### src/rtl/fix_pkg.sv
// Shared constants, FSM state encoding and byte-class helper for the FIX receive parser.
package fix_pkg;

    localparam logic [7:0] SOH = 8'h01;
    localparam logic [7:0] EQ  = 8'h3D;

    localparam int unsigned TAG_BODYLEN = 9;
    localparam int unsigned TAG_MSGTYPE = 35;
    localparam int unsigned TAG_CHKSUM  = 10;

    localparam int unsigned TAG_W = 14;
    localparam int unsigned LEN_W = 16;
    localparam int unsigned CHK_W = 10;

    typedef enum logic [2:0] {
        IDLE,
        TAG,
        VALUE,
        CHK,
        SKIP
    } state_e;

    function automatic logic is_digit(input logic [7:0] b);
        return (b >= 8'h30) && (b <= 8'h39);
    endfunction

endpackage

### src/rtl/fix_dec_acc.sv
// Decimal digit accumulator: clear, load first digit, or acc*10+digit saturating at all-ones.
module fix_dec_acc #(
    parameter int unsigned W = 16
) (
    input  logic         clk,
    input  logic         rst,
    input  logic         clr_i,
    input  logic         load_i,
    input  logic         add_i,
    input  logic [3:0]   digit_i,
    output logic [W-1:0] val_o
);

    localparam int unsigned XW = W + 4;

    logic [W-1:0]  val_q, val_d;
    logic [XW-1:0] mac;

    always_comb begin
        mac   = XW'(val_q) * XW'(10) + XW'(digit_i);
        val_d = val_q;
        if (clr_i) begin
            val_d = '0;
        end else if (load_i) begin
            val_d = W'(digit_i);
        end else if (add_i) begin
            val_d = (mac > XW'({W{1'b1}})) ? {W{1'b1}} : mac[W-1:0];
        end
    end

    always_ff @(posedge clk) begin
        if (rst) val_q <= '0;
        else     val_q <= val_d;
    end

    assign val_o = val_q;

endmodule

### src/rtl/fix_rx_parser.sv
// FIX tag=value byte-stream parser with BodyLength and CheckSum verification.
module fix_rx_parser
    import fix_pkg::*;
#(
    parameter int unsigned MAX_TAG_DIGITS = 5
) (
    input  logic        clk,
    input  logic        rst,
    input  logic        new_message_i,
    input  logic [7:0]  message_i,
    input  logic        end_session_i,
    output logic        tag_valid_o,
    output logic [13:0] tag_o,
    output logic        val_valid_o,
    output logic [7:0]  val_byte_o,
    output logic [7:0]  msg_type_o,
    output logic        msg_done_o,
    output logic        chksum_ok_o,
    output logic        bodylen_ok_o,
    output logic        err_o
);

    localparam int unsigned TCW = $clog2(MAX_TAG_DIGITS + 1);

    state_e            state_q, state_d;
    logic [TCW-1:0]    tag_cnt_q, tag_cnt_d;
    logic [1:0]        chk_cnt_q, chk_cnt_d;
    logic [2:0]        skip_pos_q, skip_pos_d;
    logic [7:0]        sum_q, sum_d, sum_soh_q, sum_soh_d;
    logic [LEN_W-1:0]  body_cnt_q, body_cnt_d, body_soh_q, body_soh_d;
    logic              body_on_q, body_on_d, len_seen_q, len_seen_d;
    logic              first_val_q, first_val_d;
    logic              tag_valid_q, tag_valid_d, val_valid_q, val_valid_d;
    logic [TAG_W-1:0]  tag_q, tag_d;
    logic [7:0]        val_byte_q, val_byte_d, msg_type_q, msg_type_d;
    logic              done_q, done_d, chk_ok_q, chk_ok_d, len_ok_q, len_ok_d, err_q, err_d;

    logic              tag_clr, tag_load, tag_add, len_clr, len_add, chk_clr, chk_add, clear_msg;
    logic [TAG_W-1:0]  tag_val;
    logic [LEN_W-1:0]  len_val;
    logic [CHK_W-1:0]  chk_val;
    logic              dig, soh;

    assign dig = is_digit(message_i);
    assign soh = (message_i == SOH);

    fix_dec_acc #(.W(TAG_W)) u_tag_acc (
        .clk(clk), .rst(rst), .clr_i(tag_clr), .load_i(tag_load), .add_i(tag_add),
        .digit_i(message_i[3:0]), .val_o(tag_val)
    );
    fix_dec_acc #(.W(LEN_W)) u_len_acc (
        .clk(clk), .rst(rst), .clr_i(len_clr), .load_i(1'b0), .add_i(len_add),
        .digit_i(message_i[3:0]), .val_o(len_val)
    );
    fix_dec_acc #(.W(CHK_W)) u_chk_acc (
        .clk(clk), .rst(rst), .clr_i(chk_clr), .load_i(1'b0), .add_i(chk_add),
        .digit_i(message_i[3:0]), .val_o(chk_val)
    );

    always_comb begin
        state_d     = state_q;
        tag_cnt_d   = tag_cnt_q;
        chk_cnt_d   = chk_cnt_q;
        skip_pos_d  = skip_pos_q;
        sum_d       = sum_q;
        sum_soh_d   = sum_soh_q;
        body_cnt_d  = body_cnt_q;
        body_soh_d  = body_soh_q;
        body_on_d   = body_on_q;
        len_seen_d  = len_seen_q;
        first_val_d = first_val_q;
        tag_valid_d = 1'b0;
        val_valid_d = 1'b0;
        tag_d       = tag_q;
        val_byte_d  = val_byte_q;
        msg_type_d  = msg_type_q;
        done_d      = 1'b0;
        chk_ok_d    = 1'b0;
        len_ok_d    = 1'b0;
        err_d       = 1'b0;
        tag_clr     = 1'b0;
        tag_load    = 1'b0;
        tag_add     = 1'b0;
        len_clr     = 1'b0;
        len_add     = 1'b0;
        chk_clr     = 1'b0;
        chk_add     = 1'b0;
        clear_msg   = 1'b0;

        if (end_session_i) begin
            // Abort beats any coincident byte
            if (state_q != IDLE) begin
                done_d = 1'b1;
                err_d  = 1'b1;
            end
            state_d   = IDLE;
            clear_msg = 1'b1;
        end else if (new_message_i) begin
            if (state_q == TAG || state_q == VALUE) begin
                sum_d = sum_q + message_i;
                if (body_on_q) body_cnt_d = body_cnt_q + LEN_W'(1);
            end
            case (state_q)
                IDLE: begin
                    if (dig) begin
                        state_d    = TAG;
                        tag_load   = 1'b1;
                        tag_cnt_d  = TCW'(1);
                        sum_d      = message_i;
                        msg_type_d = '0;
                    end else if (!soh) begin
                        state_d    = SKIP;
                        skip_pos_d = 3'd0;
                    end
                end
                TAG: begin
                    if (dig && tag_cnt_q != TCW'(MAX_TAG_DIGITS)) begin
                        tag_add   = 1'b1;
                        tag_cnt_d = tag_cnt_q + TCW'(1);
                    end else if (message_i == EQ && tag_cnt_q != TCW'(0)) begin
                        if (tag_val == TAG_W'(TAG_CHKSUM)) begin
                            state_d   = CHK;
                            chk_clr   = 1'b1;
                            chk_cnt_d = 2'd0;
                        end else begin
                            state_d     = VALUE;
                            tag_valid_d = 1'b1;
                            tag_d       = tag_val;
                            first_val_d = 1'b1;
                            if (tag_val == TAG_W'(TAG_BODYLEN)) begin
                                len_clr    = 1'b1;
                                len_seen_d = 1'b1;
                            end
                        end
                    end else begin
                        state_d    = SKIP;
                        skip_pos_d = soh ? 3'd1 : 3'd0;
                    end
                end
                VALUE: begin
                    if (soh) begin
                        // Snapshot sum/length at each SOH; the last one before "10=" is what gets checked
                        state_d   = TAG;
                        tag_clr   = 1'b1;
                        tag_cnt_d = '0;
                        sum_soh_d = sum_q + message_i;
                        if (body_on_q) body_soh_d = body_cnt_q + LEN_W'(1);
                        if (tag_val == TAG_W'(TAG_BODYLEN)) begin
                            body_on_d  = 1'b1;
                            body_cnt_d = '0;
                        end
                    end else begin
                        val_valid_d = 1'b1;
                        val_byte_d  = message_i;
                        first_val_d = 1'b0;
                        if (first_val_q && tag_val == TAG_W'(TAG_MSGTYPE)) msg_type_d = message_i;
                        if (dig && tag_val == TAG_W'(TAG_BODYLEN)) len_add = 1'b1;
                    end
                end
                CHK: begin
                    if (dig && chk_cnt_q != 2'd3) begin
                        chk_add   = 1'b1;
                        chk_cnt_d = chk_cnt_q + 2'd1;
                    end else if (soh && chk_cnt_q == 2'd3) begin
                        done_d    = 1'b1;
                        chk_ok_d  = (chk_val == CHK_W'(sum_soh_q));
                        len_ok_d  = len_seen_q && (len_val == body_soh_q);
                        state_d   = IDLE;
                        clear_msg = 1'b1;
                    end else begin
                        state_d    = SKIP;
                        skip_pos_d = soh ? 3'd1 : 3'd0;
                    end
                end
                SKIP: begin
                    // skip_pos: 1 field start, 2 '1', 3 '0', 4 '=', 5..7 checksum digits seen
                    if (soh) begin
                        if (skip_pos_q == 3'd7) begin
                            done_d    = 1'b1;
                            err_d     = 1'b1;
                            state_d   = IDLE;
                            clear_msg = 1'b1;
                        end else begin
                            skip_pos_d = 3'd1;
                        end
                    end else begin
                        case (skip_pos_q)
                            3'd1:                skip_pos_d = (message_i == 8'h31) ? 3'd2 : 3'd0;
                            3'd2:                skip_pos_d = (message_i == 8'h30) ? 3'd3 : 3'd0;
                            3'd3:                skip_pos_d = (message_i == EQ)    ? 3'd4 : 3'd0;
                            3'd4, 3'd5, 3'd6:    skip_pos_d = dig ? skip_pos_q + 3'd1 : 3'd0;
                            default:             skip_pos_d = 3'd0;
                        endcase
                    end
                end
                default: state_d = IDLE;
            endcase
        end

        if (clear_msg) begin
            tag_cnt_d   = '0;
            chk_cnt_d   = '0;
            skip_pos_d  = '0;
            sum_d       = '0;
            sum_soh_d   = '0;
            body_cnt_d  = '0;
            body_soh_d  = '0;
            body_on_d   = 1'b0;
            len_seen_d  = 1'b0;
            first_val_d = 1'b0;
            tag_clr     = 1'b1;
            len_clr     = 1'b1;
            chk_clr     = 1'b1;
        end
    end

    always_ff @(posedge clk) begin
        if (rst) begin
            state_q     <= IDLE;
            tag_cnt_q   <= '0;
            chk_cnt_q   <= '0;
            skip_pos_q  <= '0;
            sum_q       <= '0;
            sum_soh_q   <= '0;
            body_cnt_q  <= '0;
            body_soh_q  <= '0;
            body_on_q   <= 1'b0;
            len_seen_q  <= 1'b0;
            first_val_q <= 1'b0;
            tag_valid_q <= 1'b0;
            val_valid_q <= 1'b0;
            tag_q       <= '0;
            val_byte_q  <= '0;
            msg_type_q  <= '0;
            done_q      <= 1'b0;
            chk_ok_q    <= 1'b0;
            len_ok_q    <= 1'b0;
            err_q       <= 1'b0;
        end else begin
            state_q     <= state_d;
            tag_cnt_q   <= tag_cnt_d;
            chk_cnt_q   <= chk_cnt_d;
            skip_pos_q  <= skip_pos_d;
            sum_q       <= sum_d;
            sum_soh_q   <= sum_soh_d;
            body_cnt_q  <= body_cnt_d;
            body_soh_q  <= body_soh_d;
            body_on_q   <= body_on_d;
            len_seen_q  <= len_seen_d;
            first_val_q <= first_val_d;
            tag_valid_q <= tag_valid_d;
            val_valid_q <= val_valid_d;
            tag_q       <= tag_d;
            val_byte_q  <= val_byte_d;
            msg_type_q  <= msg_type_d;
            done_q      <= done_d;
            chk_ok_q    <= chk_ok_d;
            len_ok_q    <= len_ok_d;
            err_q       <= err_d;
        end
    end

    assign tag_valid_o  = tag_valid_q;
    assign tag_o        = tag_q;
    assign val_valid_o  = val_valid_q;
    assign val_byte_o   = val_byte_q;
    assign msg_type_o   = msg_type_q;
    assign msg_done_o   = done_q;
    assign chksum_ok_o  = chk_ok_q;
    assign bodylen_ok_o = len_ok_q;
    assign err_o        = err_q;

endmodule

### config.mk
export PLATFORM = sky130hd
export DESIGN_NAME = fix_rx_parser
export DESIGN_NICKNAME = d
export VERILOG_FILES = /design/src/rtl/fix_pkg.sv /design/src/rtl/fix_dec_acc.sv /design/src/rtl/fix_rx_parser.sv
export SDC_FILE = /design/constraint.sdc
export NUM_CORES = 1
export LEC_CHECK = 0
export BUFFER_PORTS_ARGS = -buffer_cell sky130_fd_sc_hd__buf_2
export CORE_UTILIZATION = 30
export CTS_CLUSTER_SIZE = 16
export DETAILED_ROUTE_END_ITERATION = 8
export PLACE_DENSITY = 0.42
export RECOVER_POWER = 100
export SLEW_MARGIN = 20
export SYNTH_ARGS = -nofsm -noshare
export SYNTH_HDL_FRONTEND = slang
export SYNTH_HIERARCHICAL = 1
export SYNTH_SLANG_ARGS = --single-unit
export TNS_END_PERCENT = 100
### constraint.sdc
create_clock -name clk -period 5.6 [get_ports clk]
set_input_delay 0.84 -clock clk [delete_from_list [all_inputs] [get_ports clk]]
set_output_delay 0.84 -clock clk [all_outputs]
set_load 0.05 [all_outputs]
==> flow_metrics.py, run 1 <==
metrics = {
    "outcome": {
        "status": "complete, but fails checks",
        "violations": "max-capacitance violations, max-slew violations",
    },
    "sta": {
        "min_period_ns": 4.382,
        "timing.fmax_mhz": 228.2,
        "setup_viol_count_final": 0,
        "worst_slack_ns": 1.218,
        "final.setup.tns_ns": 0,
        "timing_worst_slew_pin_value_ns": 1.757,
        "final_hold_viol_count": 0,
        "layout_worst_path_cycle_share_pct": 78.26,
        "final_max_slew_viol_count": 48,
        "rsz0062_at_grt": "false",
        "slew-limit-headroom_pct": -17.11,
        "worst_clock_skew_ns": 0.01325,
    },
    "logic_synthesis": {
        "postSynth.topFlopCell": "sky130_fd_sc_hd__dfxtp_1",
        "synth-async-reset-ratio_pct": 0,
        "ys_seq_elements": 138,
        "synth-edff-count": 0,
        "ys_types": 110,
        "yosys-top-cells-area": "sky130_fd_sc_hd__dfxtp_1, sky130_fd_sc_hd__ha_1, sky130_fd_sc_hd__a21oi_1",
        "avgSynthCellArea_um2": 8.448,
        "syn_inst": 1196,
        "syn_area_mm2": 0.01010,
        "synthDominantCellAreaShare_pct": 27.34,
        "synth.yosys.seq_area_share_pct": 27.34,
        "synth_top_cell_by_area": "sky130_fd_sc_hd__dfxtp_1",
        "synthesis.yosys.warnings": 6,
    },
    "worst_setup_path": {
        "worst-r2r-cell-count": 11,
        "critical_path.cell_chain": "ha_1, ha_1, fa_1, a21o_1, a41oi_1, a211oi_1, o311ai_1, nor3_2, nand3_2, mux2i_1, a31oi_1",
        "r2r_path_end": "u_len_acc/val_o[7]$_SDFFE_PP0P_",
        "setup.worst_path.end_class": "register",
        "worst_r2r_startpoint": "u_len_acc/val_o[3]$_SDFFE_PP0P_",
        "path_class": "reg -> reg",
        "crit_path_max_incr_delay_ns": 1.07,
        "timing.reg2reg.setup_slack_ns": 1.22,
        "worst-path-max-fanout": 16,
        "timing.critical_path.mode_cell": "sky130_fd_sc_hd__ha_1",
        "cp-start-kind": "register",
        "crit_required_ns": 5.85,
        "cp_data_arrival_time_ns": 4.64,
        "cp_slowest_cell": "sky130_fd_sc_hd__mux2i_1",
    },
    "cts": {
        "cts_made_buffers": 17,
        "cts_hold_buf": 0,
        "cts_root_buf": "sky130_fd_sc_hd__clkbuf_16",
        "clk_pin_slew_worst_paths_ns": 0.06,
        "htreeDepth": 4,
        "cts_repair_resize_count": 0,
        "cts_num_sinks": 138,
        "clock_insertion_delay_worst_skew_ns": 0.43,
        "cts_max_path_buffers": 2,
        "post_cts.repair.setup_buffers": 0,
        "tritoncts": "yes",
    },
    "floorplan": {
        "die_area_mm2": 0.03442,
        "pin_count": 48,
        "floorplan.initialDensity_pct": 30.74,
        "placeableCoreArea_mm2": 0.03287,
        "die_height_um": 185.5,
        "row_count": 66,
        "die_span_x_um": 185.5,
    },
    "global_route": {
        "grt_pass1_wl_um": 46330,
        "via_count_of_the_first_global_routing_pass": 8311,
        "grt-busiest-layer": "met2",
        "grt_start_max_net_pins": 42,
        "antenna_found_initial": 0,
        "grt.met1_usage_pct": 24.14,
        "globalRouteTotalUtil_pct": 17.29,
        "grt_remaining_overflow": 0,
        "grt.met2_usage_pct": 27.63,
        "global_route.usage.met3_pct": 2.837,
    },
    "job": {
        "cap_violations": 2,
    },
    "finish": {
        "final_cell_mix": "sky130_fd_sc_hd__dfxtp_1, sky130_fd_sc_hd__nor2_1, sky130_fd_sc_hd__nand2_1",
        "areaGrowthSynthToFinish_pct": 11.67,
        "fillCellCount": 3543,
        "final_common_cell": "sky130_fd_sc_hd__dfxtp_1",
        "fin_area_mm2": 0.01128,
        "multi_input_area_mm2": 0.006975,
        "num-nets-final": 1351,
        "num_antenna_cells": 0,
        "post_route_cells_drive_above_1_share_pct": 7.520,
        "ff_latch_area_mm2": 0.002763,
    },
    "detailed_routing": {
        "vias": 8818,
        "detail_route.wl_per_cell_um": 17.04,
        "detail_route.vias_per_cell": 5.212,
        "final_antenna_net_count": 0,
        "first_iter_violations": 598,
        "detailedRoute.firstPassIterationCount": 5,
        "totalWireLength_um": 28830,
        "remaining_drc_errors": 0,
    },
    "power_and_ir_drop": {
        "worst_ir_drop_vdd_mv": 0.1703,
        "power.density_cell_area_mw_per_mm2": 209.4,
        "power.static_leakage_nw": 4.470,
    },
    "placed_design": {
        "dpl_cell_area_mm2": 0.01077,
        "place_ws_ns": 1.764,
        "gp_congestion": 0.8354,
        "numPortBuffers": 47,
        "hpwl_um": 21490,
    },
    "hold_path": {
        "worst_hold_startpoint": "msg_type_o[3]$_SDFFE_PP0P_",
        "whs_endpoint": "msg_type_o[3]$_SDFFE_PP0P_",
        "min-delay-path-class": "reg -> reg",
        "min_path_cells": 2,
    },
}
-- Yosys cell counts (9+ instances only) --
library cell / instances
sky130_fd_sc_hd__xnor2_1: 47
sky130_fd_sc_hd__nor4_1: 13
sky130_fd_sc_hd__nand2_1: 102
sky130_fd_sc_hd__inv_1: 27
sky130_fd_sc_hd__a211oi_1: 27
sky130_fd_sc_hd__a31oi_1: 21
sky130_fd_sc_hd__a21o_1: 12
sky130_fd_sc_hd__mux2i_1: 21
sky130_fd_sc_hd__o211ai_1: 10
sky130_fd_sc_hd__o21ai_0: 47
sky130_fd_sc_hd__nand4_1: 13
sky130_fd_sc_hd__o21ai_1: 11
sky130_fd_sc_hd__buf_2: 16
sky130_fd_sc_hd__nand2b_1: 14
sky130_fd_sc_hd__dfxtp_1: 138
sky130_fd_sc_hd__nor3_1: 36
sky130_fd_sc_hd__xor2_1: 55
sky130_fd_sc_hd__nand3_1: 32
sky130_fd_sc_hd__ha_1: 95
sky130_fd_sc_hd__clkbuf_1: 17
sky130_fd_sc_hd__o21a_1: 9
sky130_fd_sc_hd__and3_1: 18
sky130_fd_sc_hd__nor2b_1: 11
sky130_fd_sc_hd__a21oi_1: 98
sky130_fd_sc_hd__nor2_1: 122
-- layer usage --
layer	share of wire, %	wire [um]
met1	51	14630
met2	45	13000
met3	3.1	905
met4	1.0	293
met5	0	0
-- worst max path at each step --
stage | end | startpoint | depth (start not counted)
global placement | u_tag_acc/val_o[1]$_SDFFE_PP0P_ | u_tag_acc/val_o[6]$_SDFFE_PP0P_ | 10
detailed placement | u_tag_acc/val_o[1]$_SDFFE_PP0P_ | u_tag_acc/val_o[1]$_SDFFE_PP0P_ | 11
floorplan | u_tag_acc/val_o[5]$_SDFFE_PP0P_ | u_tag_acc/val_o[1]$_SDFFE_PP0P_ | 11
finish | u_len_acc/val_o[7]$_SDFFE_PP0P_ | u_len_acc/val_o[3]$_SDFFE_PP0P_ | 11
CTS | u_tag_acc/val_o[1]$_SDFFE_PP0P_ | u_tag_acc/val_o[1]$_SDFFE_PP0P_ | 11
global route | u_len_acc/val_o[10]$_SDFFE_PP0P_ | u_len_acc/val_o[3]$_SDFFE_PP0P_ | 11
-- stage by stage --
stage | power (mW) | util (%) | instances | hold slack (ns)
2_1_floorplan | 1.090 | - | 1206 | 0.4146
3_3_place_gp | 1.134 | 32.76 | 1660 | 0.4388
3_5_place_dp | 1.133 | 32.76 | 1660 | 0.4454
4_1_cts | 2.398 | 34.71 | 1692 | 0.4565
5_1_grt | 2.455 | 34.33 | 1692 | 0.4753
6_report | 2.363 | 34.33 | 1692 | 0.4537
-- flip-flops by register name, summed over array words and instances (netlist names), 2 cells and up --
name,flops
tag_o,14
u_tag_acc/val_o,14
u_len_acc/val_o,16
body_soh_q,16
tag_cnt_q,3
body_cnt_q,16
state_q,3
sum_soh_q,8
msg_type_o,8
skip_pos_q,3
val_byte_o,8
sum_q,8
u_chk_acc/val_o,10
chk_cnt_q,2
-- power by group --
| group | switching (mW) | internal (mW) |
|---|---|---|
| clock network | 0.496 | 0.760 |
| logic | 0.0798 | 0.0360 |
| registers | 0.00684 | 0.985 |
| total | 0.582 | 1.78 |
-- cells by family (layout without fill, tap and decap cells) --
kind of cell	count (synthesis)	after routing	share of synthesized area (%)
simple gates	430	430	22.33
compound gates	328	328	22.49
flops	138	138	27.34
fa+ha+maj	102	102	13.15
xor+xnor	102	102	8.842
buf+inv	72	116	3.356
mux	23	23	2.452
other cells	1	11	0.03712
-- cell type report --
class	count	area share, %
Sequential cell	138	24.49
Inverter	28	0.9316
Clock buffer	18	3.804
Timing Repair Buffer	56	2.174
Tap cell	442	4.902
Clock inverter	14	1.874
Multi-Input combinational cell	996	61.83
-- worst max-delay path, delay by kind of cell, from the launching register on --
kind	cells	cell delay (ns)
simple gates	2	0.22
fa+ha+maj	3	0.97
flops	1	0.48
mux	1	1.07
compound gates	5	1.45
No activity file was read; power rests on OpenSTA's default activity.
==> run 2: changes to the inputs <==
- PLACE_DENSITY: 0.42 -> 0.43
- clock period: 5.6 -> 3.95 ns (I/O delays scaled with it)
==> run 2 against run 1 <==
Net effect:
- the flow now finishes without violations
- sequential power up 41%
- clock power increased by 26%
- wire length is 0.52% higher
- global-route usage is 0.41 points higher
- die area is the same
- largest power group unchanged
- final area is 0.74% higher
- via count is 0.61% higher
- hold slack gained 0.0038 ns
- critical path type unchanged
- critical endpoint is now u_tag_acc/val_o[3]$_SDFFE_PP0P_
- combinational power grew 52%
- flip-flop and latch count did not move
- core utilization up 0.26 points
- worst setup slack lost 0.92 ns
==> flow_metrics.py, run 2 (same netlist as run 1, synthesis figures left out) <==
metrics = {
    "outcome": {
        "status": "completed",
    },
    "hold_path": {
        "worst_hold_startpoint": "tag_o[0]$_SDFFE_PP0P_",
        "min-delay-path-class": "reg -> reg",
    },
    "sta": {
        "final_hold_viol_count": 0,
        "final_max_slew_viol_count": 0,
        "slew-limit-headroom_pct": 6.137,
        "rsz0062_at_grt": "false",
        "setup_viol_count_final": 0,
        "timing_worst_slew_pin_value_ns": 1.404,
        "worst_clock_skew_ns": 0.01038,
        "final.setup.tns_ns": 0,
        "layout_worst_path_cycle_share_pct": 92.37,
        "timing.fmax_mhz": 274.1,
        "min_period_ns": 3.649,
        "worst_slack_ns": 0.3015,
    },
    "cts": {
        "clock_insertion_delay_worst_skew_ns": 0.43,
        "clk_pin_slew_worst_paths_ns": 0.06,
        "cts_hold_buf": 0,
        "htreeDepth": 4,
        "cts_made_buffers": 17,
        "cts_repair_resize_count": 0,
        "cts_max_path_buffers": 2,
        "post_cts.repair.setup_buffers": 0,
        "cts_root_buf": "sky130_fd_sc_hd__clkbuf_16",
        "tritoncts": "yes",
        "cts_num_sinks": 138,
    },
    "finish": {
        "final_cells": 1716,
        "fin_area_mm2": 0.01137,
        "num_antenna_cells": 0,
        "post_route_cells_drive_above_1_share_pct": 8.870,
        "num-nets-final": 1376,
        "areaGrowthSynthToFinish_pct": 12.50,
        "final_cell_mix": "sky130_fd_sc_hd__dfxtp_1, sky130_fd_sc_hd__nor2_1, sky130_fd_sc_hd__nand2_1",
        "final_common_cell": "sky130_fd_sc_hd__dfxtp_1",
    },
    "placed_design": {
        "place_ws_ns": 0.3705,
        "dp.cells": 1685,
        "dpl_cell_area_mm2": 0.01096,
        "hpwl_um": 22140,
        "numPortBuffers": 47,
        "gp_congestion": 0.7999,
    },
    "floorplan": {
        "die_area_mm2": 0.03442,
        "floorplan.initialDensity_pct": 30.74,
        "placeableCoreArea_mm2": 0.03287,
        "die_height_um": 185.5,
        "row_count": 66,
        "die_span_x_um": 185.5,
        "pin_count": 48,
    },
    "worst_setup_path": {
        "path_class": "reg -> reg",
        "critical_path.cell_chain": "ha_1, ha_1, fa_1, a21o_1, a221oi_4, nor2_1, a311oi_2, nor4_4, a21o_2, a21boi_0, clkbuf_1, a31oi_1",
        "setup.worst_path.end_class": "register",
        "cp-start-kind": "register",
        "crit_path_max_incr_delay_ns": 0.48,
        "timing.critical_path.mode_cell": "sky130_fd_sc_hd__ha_1",
        "worst_r2r_startpoint": "u_tag_acc/val_o[3]$_SDFFE_PP0P_",
        "worst_setup_path_startpoint": "u_tag_acc/val_o[3]$_SDFFE_PP0P_",
        "path_buf_inv": 1,
        "cp_slowest_cell": "sky130_fd_sc_hd__a311oi_2",
        "critical-path-top-delay-family": "compound AO/OA/AOI/OAI gates",
        "cp_data_arrival_time_ns": 3.94,
        "worst-path-max-fanout": 5,
        "crit_required_ns": 4.24,
    },
    "global_route": {
        "grt_remaining_overflow": 0,
        "globalRouteTotalUtil_pct": 17.70,
        "antenna_found_initial": 0,
        "grt_start_max_net_pins": 34,
        "via_count_of_the_first_global_routing_pass": 8585,
        "grt_pass1_wl_um": 47640,
    },
    "detailed_routing": {
        "remaining_drc_errors": 0,
        "totalWireLength_um": 28980,
        "vias": 8872,
        "first_iter_violations": 603,
        "detailedRoute.firstPassIterationCount": 5,
        "detail_route.vias_per_cell": 5.170,
        "final_antenna_net_count": 0,
        "detail_route.wl_per_cell_um": 16.89,
    },
    "power_and_ir_drop": {
        "worst_ir_drop_vdd_mv": 0.2532,
        "power.static_leakage_nw": 4.550,
        "power.density_cell_area_mw_per_mm2": 279.0,
    },
    "job": {
        "cap_violations": 0,
    },
}
run 2: layer usage:
metal  GRT usage [%]  up-vias  part of all wire, %
met1           25.31     4179                   51
met5               0        -                    0
li1                -     4509                    -
met2           27.01      156                   43
met4           4.959        0                  1.5
met3           3.033       28                  3.8
run 2: worst register-to-register path, stage by stage (launching register included):
cell                       delay (ns)
sky130_fd_sc_hd__dfxtp_1         0.38
sky130_fd_sc_hd__ha_1            0.25
sky130_fd_sc_hd__ha_1            0.23
sky130_fd_sc_hd__fa_1            0.43
sky130_fd_sc_hd__a21o_1          0.26
sky130_fd_sc_hd__a221oi_4        0.36
sky130_fd_sc_hd__nor2_1          0.09
sky130_fd_sc_hd__a311oi_2        0.48
sky130_fd_sc_hd__nor4_4          0.12
sky130_fd_sc_hd__a21o_2          0.24
sky130_fd_sc_hd__a21boi_0        0.33
sky130_fd_sc_hd__clkbuf_1        0.23
sky130_fd_sc_hd__a31oi_1         0.12
run 2: where the power goes:
part	switching, mW	leakage, nW	internal (mW)
Combinational	0.120	3.16	0.0557
Clock	0.661	0.277	0.931
Sequential	0.00680	1.11	1.40
Total	0.787	4.55	2.38
run 2: final timing paths:
check	depth (start not counted)	slack [ns]	end
worst min-delay path	2	0.46	tag_o[0]$_SDFFE_PP0P_
worst min register to register	2	0.46	tag_o[0]$_SDFFE_PP0P_
worst max register to register	12	0.30	u_tag_acc/val_o[3]$_SDFFE_PP0P_
worst max-delay path	12	0.30	u_tag_acc/val_o[3]$_SDFFE_PP0P_
run 2: final cells by class:
class | count | area [um2]
flip-flops and latches | 138 | 2763
repair buffers | 81 | 414.1
clock buffers | 18 | 429.2
multi-input cells | 996 | 6955
fillers | 3562 | 21500
clock inverters | 13 | 146.4
inverters | 28 | 105.1
well taps | 442 | 553.0
run 2: stage by stage:
| stage | hold slack [ns] | utilization [%] | power (mW) |
|---|---|---|---|
| after CTS | 0.4573 | 35.08 | 3.212 |
| after global routing | 0.4852 | 34.58 | 3.286 |
| after detailed placement | 0.4451 | 33.33 | 1.616 |
| after global placement | 0.4404 | 33.33 | 1.617 |
| final | 0.4575 | 34.58 | 3.171 |
| after floorplan | 0.4146 | - | 1.545 |
